===== src/rtl/dffrs_pipe_bank_pkg.sv =====
`default_nettype none
// +----------------------------------------------------------------------+
// | dffrs_pipe_pkg : shared types and helpers for dffrs_pipe_bank         |
// | Rev 1.0                                                               |
// +----------------------------------------------------------------------+
package dffrs_pipe_pkg;

  // Action applied to every stage on a clock edge, listed in priority order
  typedef enum logic [2:0] {
    ACT_RST   = 3'd0,
    ACT_SCAN  = 3'd1,
    ACT_SET   = 3'd2,
    ACT_SHIFT = 3'd3,
    ACT_HOLD  = 3'd4
  } act_e;

  function automatic int cnt_w(input int depth);
    return $clog2(depth + 1);
  endfunction

endpackage
`default_nettype wire


===== src/rtl/dffrs_pipe_bank_if.sv =====
`default_nettype none
// +----------------------------------------------------------------------+
// | dffrs_pipe_bank_if : data/control bundle for dffrs_pipe_bank          |
// | Optional scan pins under DFFRS_PIPE_BANK_SCAN_EN.  Rev 1.0            |
// +----------------------------------------------------------------------+
interface dffrs_pipe_bank_if #(
  parameter int WIDTH = 8,
  parameter int DEPTH = 4
);
  import dffrs_pipe_pkg::*;

  localparam int CNT_W = cnt_w(DEPTH);

  logic             SETN;
  logic             EN;
  logic [WIDTH-1:0] D;
  logic             DV;
  logic [WIDTH-1:0] Q;
  logic             QV;
  logic [CNT_W-1:0] FILL;

`ifdef DFFRS_PIPE_BANK_SCAN_EN
  logic SE;
  logic SI;
  logic SO;

  modport master (output SETN, EN, D, DV, SE, SI, input Q, QV, FILL, SO);
  modport slave  (input SETN, EN, D, DV, SE, SI, output Q, QV, FILL, SO);
`else
  modport master (output SETN, EN, D, DV, input Q, QV, FILL);
  modport slave  (input SETN, EN, D, DV, output Q, QV, FILL);
`endif

endinterface
`default_nettype wire


===== src/rtl/dffrs_pipe_bank_stage.sv =====
`default_nettype none
// +----------------------------------------------------------------------+
// | dffrs_pipe_stage : one WIDTH-bit settable/resettable stage + valid    |
// | Rev 1.0                                                               |
// +----------------------------------------------------------------------+
module dffrs_pipe_stage
  import dffrs_pipe_pkg::*;
#(
  parameter int               WIDTH   = 8,
  parameter logic [WIDTH-1:0] SET_VAL = {WIDTH{1'b1}}
) (
  input  logic             clk,
  input  act_e             act,
  input  logic [WIDTH-1:0] d_in,
  input  logic             v_in,
  input  logic             scan_in,
  output logic [WIDTH-1:0] q,
  output logic             v
);

  logic [WIDTH-1:0] scan_nxt;

  // Scan enters at bit 0 and leaves from bit WIDTH-1
  if (WIDTH == 1) begin : g_scan_narrow
    assign scan_nxt = scan_in;
  end else begin : g_scan_wide
    assign scan_nxt = {q[WIDTH-2:0], scan_in};
  end

  always_ff @(posedge clk) begin
    case (act)
      ACT_RST: begin
        q <= '0;
        v <= 1'b0;
      end
      ACT_SCAN: q <= scan_nxt;
      ACT_SET: begin
        q <= SET_VAL;
        v <= 1'b0;
      end
      ACT_SHIFT: begin
        q <= d_in;
        v <= v_in;
      end
      default: ;
    endcase
  end

endmodule
`default_nettype wire


===== src/rtl/dffrs_pipe_bank.sv =====
`default_nettype none
// +----------------------------------------------------------------------+
// | dffrs_pipe_bank : WIDTH x DEPTH flop pipeline with valid + occupancy  |
// | Scan chain under DFFRS_PIPE_BANK_SCAN_EN.  Rev 1.0                    |
// +----------------------------------------------------------------------+
module dffrs_pipe_bank
  import dffrs_pipe_pkg::*;
#(
  parameter int               WIDTH   = 8,
  parameter int               DEPTH   = 4,
  parameter logic [WIDTH-1:0] SET_VAL = {WIDTH{1'b1}}
) (
  input  logic           CLK,
  input  logic           RST,
  dffrs_pipe_bank_if.slave bus
);

  localparam int CNT_W = cnt_w(DEPTH);

  act_e             act;
  logic [WIDTH-1:0] stage_q [DEPTH];
  logic [DEPTH-1:0] stage_v;
  logic [CNT_W-1:0] fill;
  logic             scan_sel;
  logic             scan_si;

`ifdef DFFRS_PIPE_BANK_SCAN_EN
  assign scan_sel = bus.SE;
  assign scan_si  = bus.SI;
  assign bus.SO   = stage_q[DEPTH-1][WIDTH-1];
`else
  assign scan_sel = 1'b0;
  assign scan_si  = 1'b0;
`endif

  always_comb begin
    act = ACT_HOLD;
    if (RST)            act = ACT_RST;
    else if (scan_sel)  act = ACT_SCAN;
    else if (!bus.SETN) act = ACT_SET;
    else if (bus.EN)    act = ACT_SHIFT;
  end

  for (genvar i = 0; i < DEPTH; i++) begin : g_stage
    logic [WIDTH-1:0] d_in;
    logic             v_in;
    logic             s_in;

    if (i == 0) begin : g_head
      assign d_in = bus.D;
      assign v_in = bus.DV;
      assign s_in = scan_si;
    end else begin : g_tail
      assign d_in = stage_q[i-1];
      assign v_in = stage_v[i-1];
      assign s_in = stage_q[i-1][WIDTH-1];
    end

    dffrs_pipe_stage #(
      .WIDTH   (WIDTH),
      .SET_VAL (SET_VAL)
    ) u_stage (
      .clk     (CLK),
      .act     (act),
      .d_in    (d_in),
      .v_in    (v_in),
      .scan_in (s_in),
      .q       (stage_q[i]),
      .v       (stage_v[i])
    );
  end

  // Incremental popcount of stage_v: one word in, one word out per shift
  always_ff @(posedge CLK) begin
    case (act)
      ACT_RST, ACT_SET: fill <= '0;
      ACT_SHIFT:        fill <= fill + CNT_W'(bus.DV) - CNT_W'(stage_v[DEPTH-1]);
      default: ;
    endcase
  end

  assign bus.Q    = stage_q[DEPTH-1];
  assign bus.QV   = stage_v[DEPTH-1];
  assign bus.FILL = fill;

endmodule
`default_nettype wire


===== src/flat_wrapper.sv =====
// flat-port wrapper written by rule: the top's interface ports become plain ports
module dffrs_pipe_bank_flat import dffrs_pipe_pkg::*;
#(
  parameter int               WIDTH   = 8,
  parameter int               DEPTH   = 4,
  parameter logic [WIDTH-1:0] SET_VAL = {WIDTH{1'b1}}
)
  (CLK, RST, bus_SETN, bus_EN, bus_D, bus_DV, bus_Q, bus_QV, bus_FILL);
  dffrs_pipe_bank_if #(.WIDTH(WIDTH), .DEPTH(DEPTH)) bus_i ();
  input  logic CLK;
  input  logic RST;
  input wire logic [$bits(bus_i.SETN)-1:0] bus_SETN;
  input wire logic [$bits(bus_i.EN)-1:0] bus_EN;
  input wire logic [$bits(bus_i.D)-1:0] bus_D;
  input wire logic [$bits(bus_i.DV)-1:0] bus_DV;
  output wire logic [$bits(bus_i.Q)-1:0] bus_Q;
  output wire logic [$bits(bus_i.QV)-1:0] bus_QV;
  output wire logic [$bits(bus_i.FILL)-1:0] bus_FILL;
  assign bus_i.SETN = bus_SETN;
  assign bus_i.EN = bus_EN;
  assign bus_i.D = bus_D;
  assign bus_i.DV = bus_DV;
  assign bus_Q = bus_i.Q;
  assign bus_QV = bus_i.QV;
  assign bus_FILL = bus_i.FILL;
  dffrs_pipe_bank #(.WIDTH(WIDTH), .DEPTH(DEPTH), .SET_VAL(SET_VAL)) u_core (.CLK(CLK), .RST(RST), .bus(bus_i));
endmodule

===== config.mk =====
export PLATFORM = sky130hd
export DESIGN_NAME = dffrs_pipe_bank_flat
export DESIGN_NICKNAME = d
export VERILOG_FILES = /design/src/rtl/dffrs_pipe_bank_pkg.sv /design/src/rtl/dffrs_pipe_bank_if.sv /design/src/rtl/dffrs_pipe_bank_stage.sv /design/src/rtl/dffrs_pipe_bank.sv /design/src/flat_wrapper.sv
export SDC_FILE = /design/constraint.sdc
export NUM_CORES = 1
export LEC_CHECK = 0
export ABC_AREA = 1
export CORE_ASPECT_RATIO = 0.75
export CORE_MARGIN = 2
export CORE_UTILIZATION = 40
export CTS_CLUSTER_DIAMETER = 120
export CTS_CLUSTER_SIZE = 24
export DETAILED_ROUTE_END_ITERATION = 8
export PLACE_DENSITY = 0.66
export SETUP_SLACK_MARGIN = 0.15
export SLEW_MARGIN = 20
export SYNTH_ARGS = -nofsm -noshare
export SYNTH_HDL_FRONTEND = slang
export SYNTH_SLANG_ARGS = --single-unit

===== constraint.sdc =====
create_clock -name CLK -period 3.4 [get_ports CLK]
set_input_delay 0.68 -clock CLK [delete_from_list [all_inputs] [get_ports CLK]]
set_output_delay 0.68 -clock CLK [all_outputs]
set_load 0.02 [all_outputs]

### After elaboration in Yosys (flattened, before gate mapping)

Index checks and enable logic that the tools add are counted.

| operators by class | value |
|---|---|
| reduce and logical (&&, ||, !) cells | 4 |
| equality and inequality tests | 3 |
| multiplexer cells | 12 |
| $add $sub $neg | 2 |

Operators with widths:

| operator | count |
|---|---|
| $pmux 8 s4 | 4 |
| $mux 3 | 3 |
| $pmux 1 s2 | 4 |
| $eq 3x2->1 const B | 2 |
| $pmux 3 s2 | 1 |
| $reduce_bool 4->1 | 1 |
| $add 3x1->3 | 1 |
| $eq 3x1->1 const B | 1 |
| $logic_not 3->1 | 1 |
| $sub 3x1->3 | 1 |
| $reduce_bool 2->1 | 1 |
| $reduce_or 2->1 | 1 |

| storage, ports and cells | value |
|---|---|
| output and inout port bits | 12 |
| input bits | 13 |
| register bits | 39 |
| logic and storage cells | 30 |

### Longest topological paths before layout

Gate-level depths: netlist of run 1.

| logic depth | value |
|---|---|
| depth after elaboration | 6 |
| depth in mapped cells | 10 |

### Cells and area by module

A second synthesis of run 1 with hierarchy kept.

| second synthesis, totals | value |
|---|---|
| cell total of the unflattened synthesis | 262 |
| area total of the unflattened synthesis | 2254.7 um^2 |

Modules (own cells, without submodules):

| module | area an instance (um^2) | cells an instance | times used | seq. area each (um^2) |
|---|---|---|---|---|
| dffrs_pipe_stage | 505.5 | 58 | 4 | 270.3 |
| dffrs_pipe_bank | 232.7 | 30 | 1 | 90.1 |

### Least setup slack after synthesis of run 1

Ideal clock, no wire load.

| path | value |
|---|---|
| path type | input -> register |
| start point | in RST |
| end point | reg u_core.g_stage[0].u_stage.q[0], enable pin |
| library setup time | 0.389 ns |
| arrival | 1.723 ns |
| setup slack | 1.288 ns |
| cell stages on the path | 4 |
| cell sequence | inv_1 o21ai_4 buf_6 nand2_1 |

| on the way | value |
|---|---|
| cells in the longest elaborated chain, start to end | 3 |
| elaborated cells between the ends (all ways) | 6 |

Ends and longest elaborated chain:

| item | line | source |
|---|---|---|
| start: declaration | flat_wrapper.sv:11 | `input logic RST;` |
| $mux 3 * | dffrs_pipe_bank.sv:38 | `if (RST) act = ACT_RST;` |
| $eq 3x1->1, or another cell as far along | dffrs_pipe_bank_stage.sv:31 | `case (act)` |
| $reduce_bool 4->1 (no source line) * | -- |  |
| end signal: assignment | dffrs_pipe_bank_stage.sv:36 | `ACT_SCAN: q <= scan_nxt;` |
| end signal: assignment | dffrs_pipe_bank_stage.sv:42 | `q <= d_in;` |
| end: declaration | dffrs_pipe_bank_stage.sv:17 | `output logic [WIDTH-1:0] q,` |

Mark *: on every way between the ends. The rest lies on a longest branch, timed or not.
A chain may end at the register's enable or synchronous reset.

### Worst setup path after layout of run 1

| path | value |
|---|---|
| start point | in bus_SETN |
| end point | reg u_core.fill[1] (netlist: u_core.bus.FILL[1]), enable pin |

| on the way | value |
|---|---|
| cells in the longest elaborated chain, start to end | 5 |
| elaborated cells between the ends (all ways) | 7 |

Ends and longest elaborated chain:

| item | line | source |
|---|---|---|
| start: declaration | flat_wrapper.sv:12 | `input wire logic [$bits(bus_i.SETN)-1:0] bus_SETN;` |
| $mux 3 * | dffrs_pipe_bank.sv:40 | `else if (!bus.SETN) act = ACT_SET;` |
| $mux 3 * | dffrs_pipe_bank.sv:38 |  |
| $eq 3x2->1 / $logic_not 3->1 (equally long branches) | dffrs_pipe_bank.sv:75 | `case (act)` |
| $reduce_or 2->1 (no source line) | -- |  |
| $reduce_bool 2->1 (no source line) * | -- |  |
| end signal: assignment | dffrs_pipe_bank.sv:77 | `ACT_SHIFT: fill <= fill + CNT_W'(bus.DV) - CNT_W'(stage_v[DEPTH-1]);` |
| end: declaration | dffrs_pipe_bank.sv:23 | `logic [CNT_W-1:0] fill;` |

Marked as above.

==> metrics.md, run 1 <==
| Metric | Value |
|---|---|
| Outcome | `finished, final reports clean` |
| Highest Clock Rate | `484.9 MHz` |
| Fill cell count | `372` |
| Die Area | `0.004698 mm^2` |
| Final worst-path cycle share | `0.6066` |
| Final Non-Filler Cells | `226` |
| CP Launch Type | `input port` |
| Area grow syn2layout | `22.11%` |
| Hold crit path type | `flip-flop to flip-flop` |
| Final Max Tran Viols | `0` |
| Post-CTS setup buffer count | `0` |
| Global-route wire length before repair | `4264 um` |
| Bufs and invs on worst path | `3` |
| GPL Wtd Cong | `0.7642` |
| Ys flop type | `edfxtp_1` |
| Final Hold Viols | `0` |
| Core outline area | `0.004029 mm^2` |
| Final WL | `2403 um` |
| CP endpoint kind | `flip-flop` |
| Clock Path Buffers | `2` |
| CP Data Required Time | `3370 ps` |
| Initial Utilization | `0.4130` |
| Synth area leaders | `edfxtp_1, nor2_1, nor2_2, inv_1, buf_6` |
| Total CTS buffers | `5` |
| # diodes | `0` |
| Routed Antenna Nets | `0` |
| Crit path DAT | `2030 ps` |
| Least-Margin Pin Slew | `603.8 ps` |
| Synth cell types | `14` |
| Pin count of the biggest net entering global routing | `34` |
| EDFF count, synth | `39` |
| Syn_area_per_cell | `11.64 um^2` |
| Die X-Extent | `78.48 um` |
| Net count, final | `186` |
| Switching Fraction | `0.2246` |
| TritonCTS clock tree | `built` |
| Clock root buffer | `clkbuf_8` |
| Post-route cell area | `0.002032 mm^2` |
| # Max-Cap Violations | `0` |
| Worst vdd ir | `0.2658 mV` |
| Share of cells above drive strength 1 | `0.1228` |
| Clk_lat worst skew | `280 ps` |
| Total congestion overflow | `0` |
| DR pass1 iterations | `2` |
| Port buffer count | `24` |
| Die height | `59.86 um` |
| Mapped cell area | `0.001664 mm^2` |
| # IOs | `25` |
| Post-CTS resize count | `0` |
| Max incr delay on CP | `510 ps` |
| FF+latch count, synth | `39` |
| Clock sink count | `39` |
| Number of setup violations in the final report | `0` |
| Pwr/cell area | `492.9 mW/mm^2` |
| CP delay by family, top | `buffers and inverters` |
| Ys Warns | `0` |
| Clock-pin slew on the worst setup and hold paths | `70 ps` |
| Async SR Flop Fraction | `0` |
| Critical path, cell by cell | `clkdlybuf4s50_1 -> inv_2 -> o21ai_4 -> buf_4 -> nand2_1` |
| Final setup skew | `4.891 ps` |
| Total Neg Setup Slack | `0 ps` |
| Rows | `20` |
| Initial drt markers | `37` |
| Synth Net Count | `159` |
| Avg WL per Cell | `10.63 um` |
| Biggest area consumer among synthesized cells | `edfxtp_1` |
| Placed Cells | `218` |
| Vias in the first global route | `1007` |
| Vias per cell | `4.363` |
| Power share of the clock group | `0.279` |
| GRT Total Usage | `0.1249` |
| Hold Buf Count CTS | `0` |
| Worst-path maximum fanout | `33` |
| Static Leak | `0.0008293 uW` |
| Sw power | `224.9 uW` |
| H-tree levels | `2` |
| Post-synthesis sequential area ratio | `0.7038` |
| Post-DP Area | `0.001952 mm^2` |
| Vias | `986` |
| Final min period | `2062 ps` |
| Post-Synthesis Cells | `143` |
| Slowest cell on the critical path | `clkdlybuf4s50_1` |
| Total power | `1001 uW` |
| Combinational Power Share | `0.127` |
| Synth cell count leaders | `nor2_1, edfxtp_1, inv_1` |
| Area share of the largest cell type after synthesis | `0.7038` |
| RSZ-0062 raised after global routing | `no` |
| Hpwl dp | `1600 um` |
| Max-slew headroom | `0.5965` |
| Most common cell in the synthesized netlist | `nor2_1` |
| Reg power frac | `0.594` |
| Initial antenna violation count | `0` |
| Pint | `776.5 uW` |
| # DRC | `0` |
| Crit path kind | `input port to flip-flop` |
==> path summary, 6_finish.rpt <==
| kind | cells past startpoint | to | slack (ps) | from |
|---|---|---|---|---|
| setup reg to reg | 8 | u_core.bus.FILL[2]$_SDFFCE_PP0P_ | 1530 | u_core.g_stage[3].u_stage.v$_DFFE_PP_ |
| setup / recovery | 5 | u_core.bus.FILL[1]$_SDFFCE_PP0P_ | 1340 | bus_SETN |
| hold reg to reg | 2 | u_core.g_stage[3].u_stage.v$_DFFE_PP_ | 550 | u_core.g_stage[2].u_stage.v$_DFFE_PP_ |
| hold / removal | 2 | u_core.g_stage[3].u_stage.v$_DFFE_PP_ | 550 | u_core.g_stage[2].u_stage.v$_DFFE_PP_ |
==> power by group through the flow <==
stage / Clock, uW / Sequential (uW) / Combinational (uW)
finish: 279 / 595 / 127
global route: 305 / 599 / 144
CTS: 290 / 595 / 130
detailed placement: 0 / 606 / 130
global placement: 0 / 604 / 126
floorplan: 0 / 620 / 62.2
==> per-stage QoR <==
stage / setup WS [ps] / utilization / hold slack (ps)
2_1_floorplan: 1288 / - / 519.2
3_3_place_gp: 1096 / 0.4845 / 525.5
3_5_place_dp: 1019 / 0.4845 / 537.4
4_1_cts: 1318 / 0.5043 / 551.9
5_1_grt: 1234 / 0.5043 / 566.0
6_report: 1338 / 0.5043 / 550.5
==> worst register-to-register path, stage by stage (launching register included) <==
cell and delay (ps):
edfxtp_1 400, ha_1 290, inv_1 40, ha_1 190
fa_1 380, inv_1 60, nand2_1 60, a21oi_1 140
nor2_1 60
==> kinds of logic (layout without fill, tap and decap cells) <==
family / count (synthesis) / count (layout) / synth area share
AO/OA/AOI/OAI: 2 / 2 / 0.01278
adder cells (fa/ha/maj): 3 / 3 / 0.02707
buffers and inverters: 20 / 48 / 0.06090
flip-flops: 39 / 39 / 0.7038
AND/OR/NAND/NOR: 79 / 79 / 0.1955
==> sequential cells by signal, indices dropped and copies added (netlist names) <==
register / count
u_core.g_stage.u_stage.q: 32
u_core.g_stage.u_stage.v: 4
u_core.bus.FILL: 3
==> cells in the final DEF, fill, tap and decap left out, drive strengths merged <==
cell and n:
nor2 72, ha 2, edfxtp 39, clkinv 2, clkbuf 6, clkdlybuf4s50 24
fa 1, nand3 1, a21oi 1, o21ai 1, inv 14, nand2 6
buf 2
==> layer usage <==
layer	vias to the layer above	share of wire	GRT usage	routed length (um)
li1	511	-	-	-
met1	452	0.46	0.1349	1101
met2	18	0.49	0.2229	1174
met3	5	0.032	0.03625	77
met4	0	0.020	0.07519	49
met5	-	0	0	0
==> final cells by class <==
type | instances | area, um^2 | area share
Clock buffer | 6 | 72.57 | 0.03571
Clock inverter | 2 | 7.507 | 0.003695
Inverter | 14 | 52.55 | 0.02586
Multi-Input combinational cell | 84 | 391.6 | 0.1927
Sequential cell | 39 | 1171 | 0.5764
Tap cell | 55 | 68.82 | 0.03387
Timing Repair Buffer | 26 | 267.8 | 0.1318
Power figures use the tool's default switching activity.
==> run 2: changes to the inputs <==
--- a/config.mk
+++ b/config.mk
@@ -12,7 +12,7 @@
 export CTS_CLUSTER_DIAMETER = 120
 export CTS_CLUSTER_SIZE = 24
 export DETAILED_ROUTE_END_ITERATION = 8
-export PLACE_DENSITY = 0.66
+export PLACE_DENSITY = 0.68
 export SETUP_SLACK_MARGIN = 0.15
 export SLEW_MARGIN = 20
 export SYNTH_ARGS = -nofsm -noshare
==> constraint.sdc (replaced) <==
create_clock -name CLK -period 1.65 [get_ports CLK]
set_input_delay 0.33 -clock CLK [delete_from_list [all_inputs] [get_ports CLK]]
set_output_delay 0.33 -clock CLK [all_outputs]
set_load 0.02 [all_outputs]
==> run 2 against run 1 <==
Compared with the run above:
- core utilization up 2.1 points
- final area up 4.1%
- the flow now finishes with violations (negative setup slack)
- worst hold slack better by 13 ps
- combinational power up 120%
- critical path depth up 3
- cell count up 2.2%
- critical path type is now flip-flop to flip-flop
- clock skew down 2.3 ps
- largest power group unchanged
- flip-flop and latch count unchanged
- sequential power up 110%
- count of clock-buffer cells in the layout down 1
==> metrics.md, run 2 (same netlist as run 1, synthesis figures left out) <==
| Metric | Value |
|---|---|
| Outcome | `finished with violations` |
| Failing checks | `negative setup slack` |
| Vias in the first global route | `1026 (+1.9%)` |
| Pwr/cell area | `987.8 mW/mm^2 (+100%)` |
| Net count, final | `192 (+3.2%)` |
| Clock Path Buffers | `2 (unchanged)` |
| Avg WL per Cell | `11.11 um (+4.5%)` |
| Hold crit path type | `flip-flop to flip-flop` |
| Final worst-path cycle share | `1.058` |
| CP endpoint kind | `flip-flop` |
| Final Max Tran Viols | `0 (unchanged)` |
| Vias | `1005 (+1.9%)` |
| GRT Total Usage | `0.1320 (+0.007138)` |
| H-tree levels | `2 (unchanged)` |
| # IOs | `25 (unchanged)` |
| Placed Cells | `224 (+2.8%)` |
| Final setup skew | `2.601 ps (-2.290 ps)` |
| RSZ-0062 raised after global routing | `yes` |
| Initial antenna violation count | `0 (unchanged)` |
| Final Hold Viols | `0 (unchanged)` |
| Core outline area | `0.004029 mm^2 (unchanged)` |
| Final setup margin | `-95.99 ps (-1434 ps)` |
| # diodes | `0 (unchanged)` |
| Clock-pin slew on the worst setup and hold paths | `70 ps (about the same)` |
| Port buffer count | `24 (unchanged)` |
| TritonCTS clock tree | `built` |
| Max-slew headroom | `0.8008 (+0.2043)` |
| Hpwl dp | `1821 um (+14%)` |
| Die X-Extent | `78.48 um (unchanged)` |
| Final WL | `2567 um (+6.8%)` |
| Fin util | `0.5252 (+0.02081)` |
| Initial drt markers | `62 (+68%)` |
| Share of cells above drive strength 1 | `0.2159 (+0.09310)` |
| Static Leak | `0.0008951 uW (+7.9%)` |
| GPL Wtd Cong | `0.7914 (+3.6%)` |
| CP Launch Type | `flip-flop` |
| Total congestion overflow | `0 (unchanged)` |
| Most common library cell in the layout ignoring fill and taps | `nor2_1` |
| Total CTS buffers | `5 (unchanged)` |
| Final Non-Filler Cells | `231 (+2.2%)` |
| Pin count of the biggest net entering global routing | `23 (-32%)` |
| Max reg flops | `32 (unchanged)` |
| Die height | `59.86 um (unchanged)` |
| Global-route wire length before repair | `4485 um (+5.2%)` |
| DR pass1 iterations | `2 (unchanged)` |
| # DRC | `0 (unchanged)` |
| Final min period | `1746 ps` |
| Post-CTS setup buffer count | `0 (unchanged)` |
| Crit path kind | `flip-flop to flip-flop` |
| Clk_lat worst skew | `280 ps (about the same)` |
| Initial Utilization | `0.4130 (unchanged)` |
| Number of setup violations in the final report | `1 (+1)` |
| Least-Margin Pin Slew | `298.1 ps (-305.7 ps)` |
| Worst vdd ir | `0.5404 mV (+100%)` |
| Area grow syn2layout | `27.14%` |
| Vias per cell | `4.351 (-0.28%)` |
| Fin Hold WS | `563.5 ps (+13.02 ps)` |
| Clock sink count | `39 (unchanged)` |
| Hold Buf Count CTS | `0 (unchanged)` |
| Top reg by flops | `u_core.g_stage.u_stage.q` |
| # Max-Cap Violations | `0 (unchanged)` |
| Total power | `2090 uW (+110%)` |
| Crit path DAT | `1790 ps (-240 ps)` |
| Clock root buffer | `clkbuf_8` |
| Rows | `20 (unchanged)` |
| CP Data Required Time | `1690 ps (-1680 ps)` |
| Die Area | `0.004698 mm^2 (unchanged)` |
| Most frequent cells in the layout | `nor2_1, edfxtp_1, clkdlybuf4s50_1, dlygate4sd2_1, nor2_2` |
| Routed Antenna Nets | `0 (unchanged)` |
| Highest Clock Rate | `572.7 MHz` |
| Worst-path maximum fanout | `2 (-94%)` |
## run 2: metal layers
layer	vias to the layer above	wire [um]	track usage
met5	-	0	0
met4	0	36	0.08271
met3	2	83	0.04079
met2	18	1369	0.2414
met1	464	1078	0.1351
li1	521	-	-
## run 2: layout make-up
class / instances / area (um^2)
clock buffers: 5 / 68.82
well taps: 55 / 68.82
flip-flops and latches: 39 / 1171
clock inverters: 2 / 8.758
inverters: 14 / 52.55
repair buffers: 32 / 322.8
multi-input cells: 84 / 422.9
fillers: 364 / 1913
## run 2: power by group
group          internal, uW  leakage [uW]  total, uW  switching [uW]
Clock                   281     0.0000414        580             299
Combinational           122      0.000443        285             162
Sequential             1200      0.000411       1230            26.8
Total                  1600      0.000895       2090             488
## run 2: per-stage QoR
stage / cell area [um^2] / setup slack [ps] / setup TNS, ps
after floorplan: 1672 / -207.6 / -329.6
after global placement: 2029 / -175.8 / -283.1
after detailed placement: 2029 / -243.1 / -402.9
after CTS: 2092 / -121.7 / -136.6
after global routing: 2116 / -186.8 / -230.3
final: 2116 / -95.99 / -95.99
## run 2: path summary, 6_finish.rpt
path                                                 start                                        to  slack, ps  cells after the start
setup / recovery     u_core.g_stage[3].u_stage.v$_DFFE_PP_          u_core.bus.FILL[2]$_SDFFCE_PP0P_       -100                      8
hold / removal    u_core.g_stage[1].u_stage.q[7]$_DFFE_PP_  u_core.g_stage[2].u_stage.q[7]$_DFFE_PP_        560                      2
setup reg to reg     u_core.g_stage[3].u_stage.v$_DFFE_PP_          u_core.bus.FILL[2]$_SDFFCE_PP0P_       -100                      8
hold reg to reg   u_core.g_stage[1].u_stage.q[7]$_DFFE_PP_  u_core.g_stage[2].u_stage.q[7]$_DFFE_PP_        560                      2
## run 2: worst max-delay path, stage by stage, from the launching register on
cell,delay (ps)
edfxtp_1,390
ha_1,300
inv_2,50
ha_4,150
fa_2,350
inv_2,60
nand2_2,60
a21oi_2,120
nor2_1,50
## run 2: timing repair
action,CTS,global route
gates resized for setup,12,8
pin swaps,3,1
endpoints found under the setup margin,14,2
==> run 3: changes to the inputs <==
--- a/config.mk
+++ b/config.mk
@@ -7,11 +7,12 @@
 export LEC_CHECK = 0
 export ABC_AREA = 1
 export CORE_ASPECT_RATIO = 0.75
-export CORE_MARGIN = 2
+export CORE_MARGIN = 4
 export CORE_UTILIZATION = 40
 export CTS_CLUSTER_DIAMETER = 120
 export CTS_CLUSTER_SIZE = 24
 export DETAILED_ROUTE_END_ITERATION = 8
+export GPL_TIMING_DRIVEN = 0
 export PLACE_DENSITY = 0.68
 export SETUP_SLACK_MARGIN = 0.15
 export SLEW_MARGIN = 20
==> run 3 against run 2 <==
Compared with the run above:
- the run still ends with negative setup slack left
- critical path depth unchanged
- critical endpoint unchanged
- cell count is 0.87% higher
- flip-flop and latch count unchanged
- combinational power is 4% lower
- sequential power hardly changed
- die area is 12% higher
- global-route usage fell by 2.1 points
==> metrics.md, run 3 (same netlist as run 1, synthesis figures left out) <==
| Metric | Value |
|---|---|
| Initial antenna violation count | `0 (unchanged)` |
| Slowest cell on the critical path | `edfxtp_1` |
| Outcome | `finished with violations` |
| CP Data Required Time | `1700 ps (about the same)` |
| Bufs and invs on worst path | `2 (unchanged)` |
| Pwr/cell area | `1010 mW/mm^2 (+2.2%)` |
| RSZ-0062 raised after global routing | `yes` |
| Hold crit path type | `flip-flop to flip-flop` |
| Reg2Reg Depth | `8 (unchanged)` |
| Max reg flops | `32 (unchanged)` |
| Worst-path maximum fanout | `2 (unchanged)` |
| Crit path DAT | `1800 ps (about the same)` |
| Final Non-Filler Cells | `233 (+0.87%)` |
| Vias in the first global route | `962 (-6.2%)` |
| Clk_lat worst skew | `290 ps (about the same)` |
| Final Max Tran Viols | `0 (unchanged)` |
| Hpwl dp | `1894 um (+4.0%)` |
| Multi-input gate area | `421.7 um^2 (-0.30%)` |
| # DRC | `0 (unchanged)` |
| M3 GR Usage | `0.04225 (+0.001468)` |
| Share of cells above drive strength 1 | `0.2247 (+0.008810)` |
| # diodes | `0 (unchanged)` |
| Initial Utilization | `0.4130 (unchanged)` |
| Die Area | `0.005267 mm^2 (+12%)` |
| Net count, final | `193 (+0.52%)` |
| Pin count of the biggest net entering global routing | `33 (+43%)` |
| Number of setup violations in the final report | `2 (+1)` |
| Vias | `1022 (+1.7%)` |
| Area grow syn2layout | `25.64%` |
| Hold wc startpoint | `u_core.g_stage[1].u_stage.q[6]$_DFFE_PP_` |
| WHS Path Cells | `2 (unchanged)` |
| Avg WL per Cell | `11.83 um (+6.4%)` |
| Levels on crit path | `8 (unchanged)` |
| Top reg by flops | `u_core.g_stage.u_stage.q` |
| Rows | `20 (unchanged)` |
| FF-to-FF Start | `u_core.g_stage[3].u_stage.v$_DFFE_PP_` |
| Final setup skew | `4.742 ps (+2.142 ps)` |
| Placed Cells | `222 (-0.89%)` |
| Final Hold Viols | `0 (unchanged)` |
| Failing checks | `negative setup slack` |
| Crit path kind | `flip-flop to flip-flop` |
| H-tree levels | `2 (unchanged)` |
| Static Leak | `0.0008896 uW (-0.61%)` |
| Clock sink count | `39 (unchanged)` |
| Final min period | `1752 ps (+6.407 ps)` |
| Crit path top cell by count | `inv_1` |
| GRT busiest layer | `met2` |
| Highest Clock Rate | `570.6 MHz (-0.37%)` |
| CP endpoint kind | `flip-flop` |
| Final worst-path cycle share | `1.062 (+0.003883)` |
| Critical path origin | `u_core.g_stage[3].u_stage.v$_DFFE_PP_` |
| GPL Wtd Cong | `0.7055 (-11%)` |
| Clock root buffer | `clkbuf_8` |
| CP delay by family, top | `adder cells` |
| # Max-Cap Violations | `0 (unchanged)` |
| Max-slew headroom | `0.8359 (+0.03514)` |
| GRT Total Usage | `0.1109 (-0.02110)` |
| Least-Margin Pin Slew | `245.5 ps (-52.62 ps)` |
| CP Launch Type | `flip-flop` |
| Vias per cell | `4.386 (+0.82%)` |
| Most common library cell in the layout ignoring fill and taps | `nor2_1` |
| Core outline area | `0.004029 mm^2 (unchanged)` |
| Clock-pin slew on the worst setup and hold paths | `70 ps (about the same)` |
| DR pass1 iterations | `4 (+2)` |
| Worst vdd ir | `0.6143 mV (+14%)` |
| Sequential Area | `0.001171 mm^2 (unchanged)` |
| Initial drt markers | `42 (-32%)` |
| Port buffer count | `24 (unchanged)` |
| Clock Path Buffers | `2 (unchanged)` |
| GRT met1 Usage | `0.1266 (-0.008503)` |
| Most frequent cells in the layout | `nor2_1, edfxtp_1, clkdlybuf4s50_1, dlygate4sd2_1` |
| Final WL | `2756 um (+7.4%)` |
| Hold Buf Count CTS | `0 (unchanged)` |
| Fill cell count | `373 (+2.5%)` |
| Max incr delay on CP | `390 ps (about the same)` |
| M2 GR Usage | `0.1790 (-0.06238)` |
| Critical path, cell by cell | `ha_1 -> inv_1 -> ha_2 -> fa_2 -> inv_1 -> nand2_2 -> a21oi_2 -> nor2_1` |
| # IOs | `25 (unchanged)` |
| Die height | `63.86 um (+6.7%)` |
| Die X-Extent | `82.48 um (+5.1%)` |
| Fin util | `0.5189 (-0.006211)` |
| Total congestion overflow | `0 (unchanged)` |
| TritonCTS clock tree | `built` |
| Total CTS buffers | `5 (unchanged)` |
| Routed Antenna Nets | `0 (unchanged)` |
| Final setup margin | `-102.4 ps (-6.407 ps)` |
| Global-route wire length before repair | `4229 um (-5.7%)` |
-- run 3: changes by cell type in the layout (fill, tap and decap cells not counted), moves of 2 or more --
cell	change
buf_12	-3
buf_2	+3
buf_6	+3
buf_4	-2
clkinv_2	+2
-- run 3: timing repair --
item | in CTS | in global routing
endpoints found under the setup margin | 53 | 10
pin swaps | 4 | 2
setup buffers | 2 | 1
cloned | 0 | 0
resized for setup | 15 | 6
-- run 3: worst paths after layout --
kind	to	slack (ps)
max	u_core.bus.FILL[2]$_SDFFCE_PP0P_	-100
min	u_core.g_stage[2].u_stage.q[6]$_DFFE_PP_	550
max reg2reg	u_core.bus.FILL[2]$_SDFFCE_PP0P_	-100
min reg2reg	u_core.g_stage[2].u_stage.q[6]$_DFFE_PP_	550
-- run 3: area by class of cell --
class / instances / area share
sequential: 39 / 0.5601
tap: 55 / 0.03291
inverter: 14 / 0.02513
multi-input combinational: 84 / 0.2017
clock inverter: 3 / 0.007181
clock buffer: 5 / 0.03291
buffer: 6 / 0.02334
timing repair buffer: 27 / 0.1167
-- run 3: layer usage --
metal | routed length [um] | vias to the layer above
met3 | 129 | 5
met1 | 1212 | 478
met2 | 1372 | 17
met4 | 42 | 0
li1 | - | 522
met5 | 0 | -
-- run 3: stage by stage --
stage	area [um^2]	TNS, ps	worst slack (ps)	hold slack [ps]	total power [uW]
6_report	2091	-119.6	-102.4	554.0	2111
5_1_grt	2091	-304.6	-199.4	577.6	2204
4_1_cts	2078	-142.6	-129.2	560.0	2122
3_5_place_dp	1981	-18970	-532.7	541.3	1527
3_3_place_gp	1981	-17390	-497.8	530.2	1512
2_1_floorplan	1672	-329.6	-207.6	519.2	1407
-- run 3: worst min-delay path, delay by kind of cell, from the launching register on --
kind | cells | cell delay, ps
flip-flops | 1 | 320
AND/OR/NAND/NOR | 2 | 120
-- run 3: power by group --
group / switching [uW] / total [uW] / internal (uW)
Sequential: 27.3 / 1230 / 1200
Clock: 321 / 610 / 289
Combinational: 164 / 275 / 111
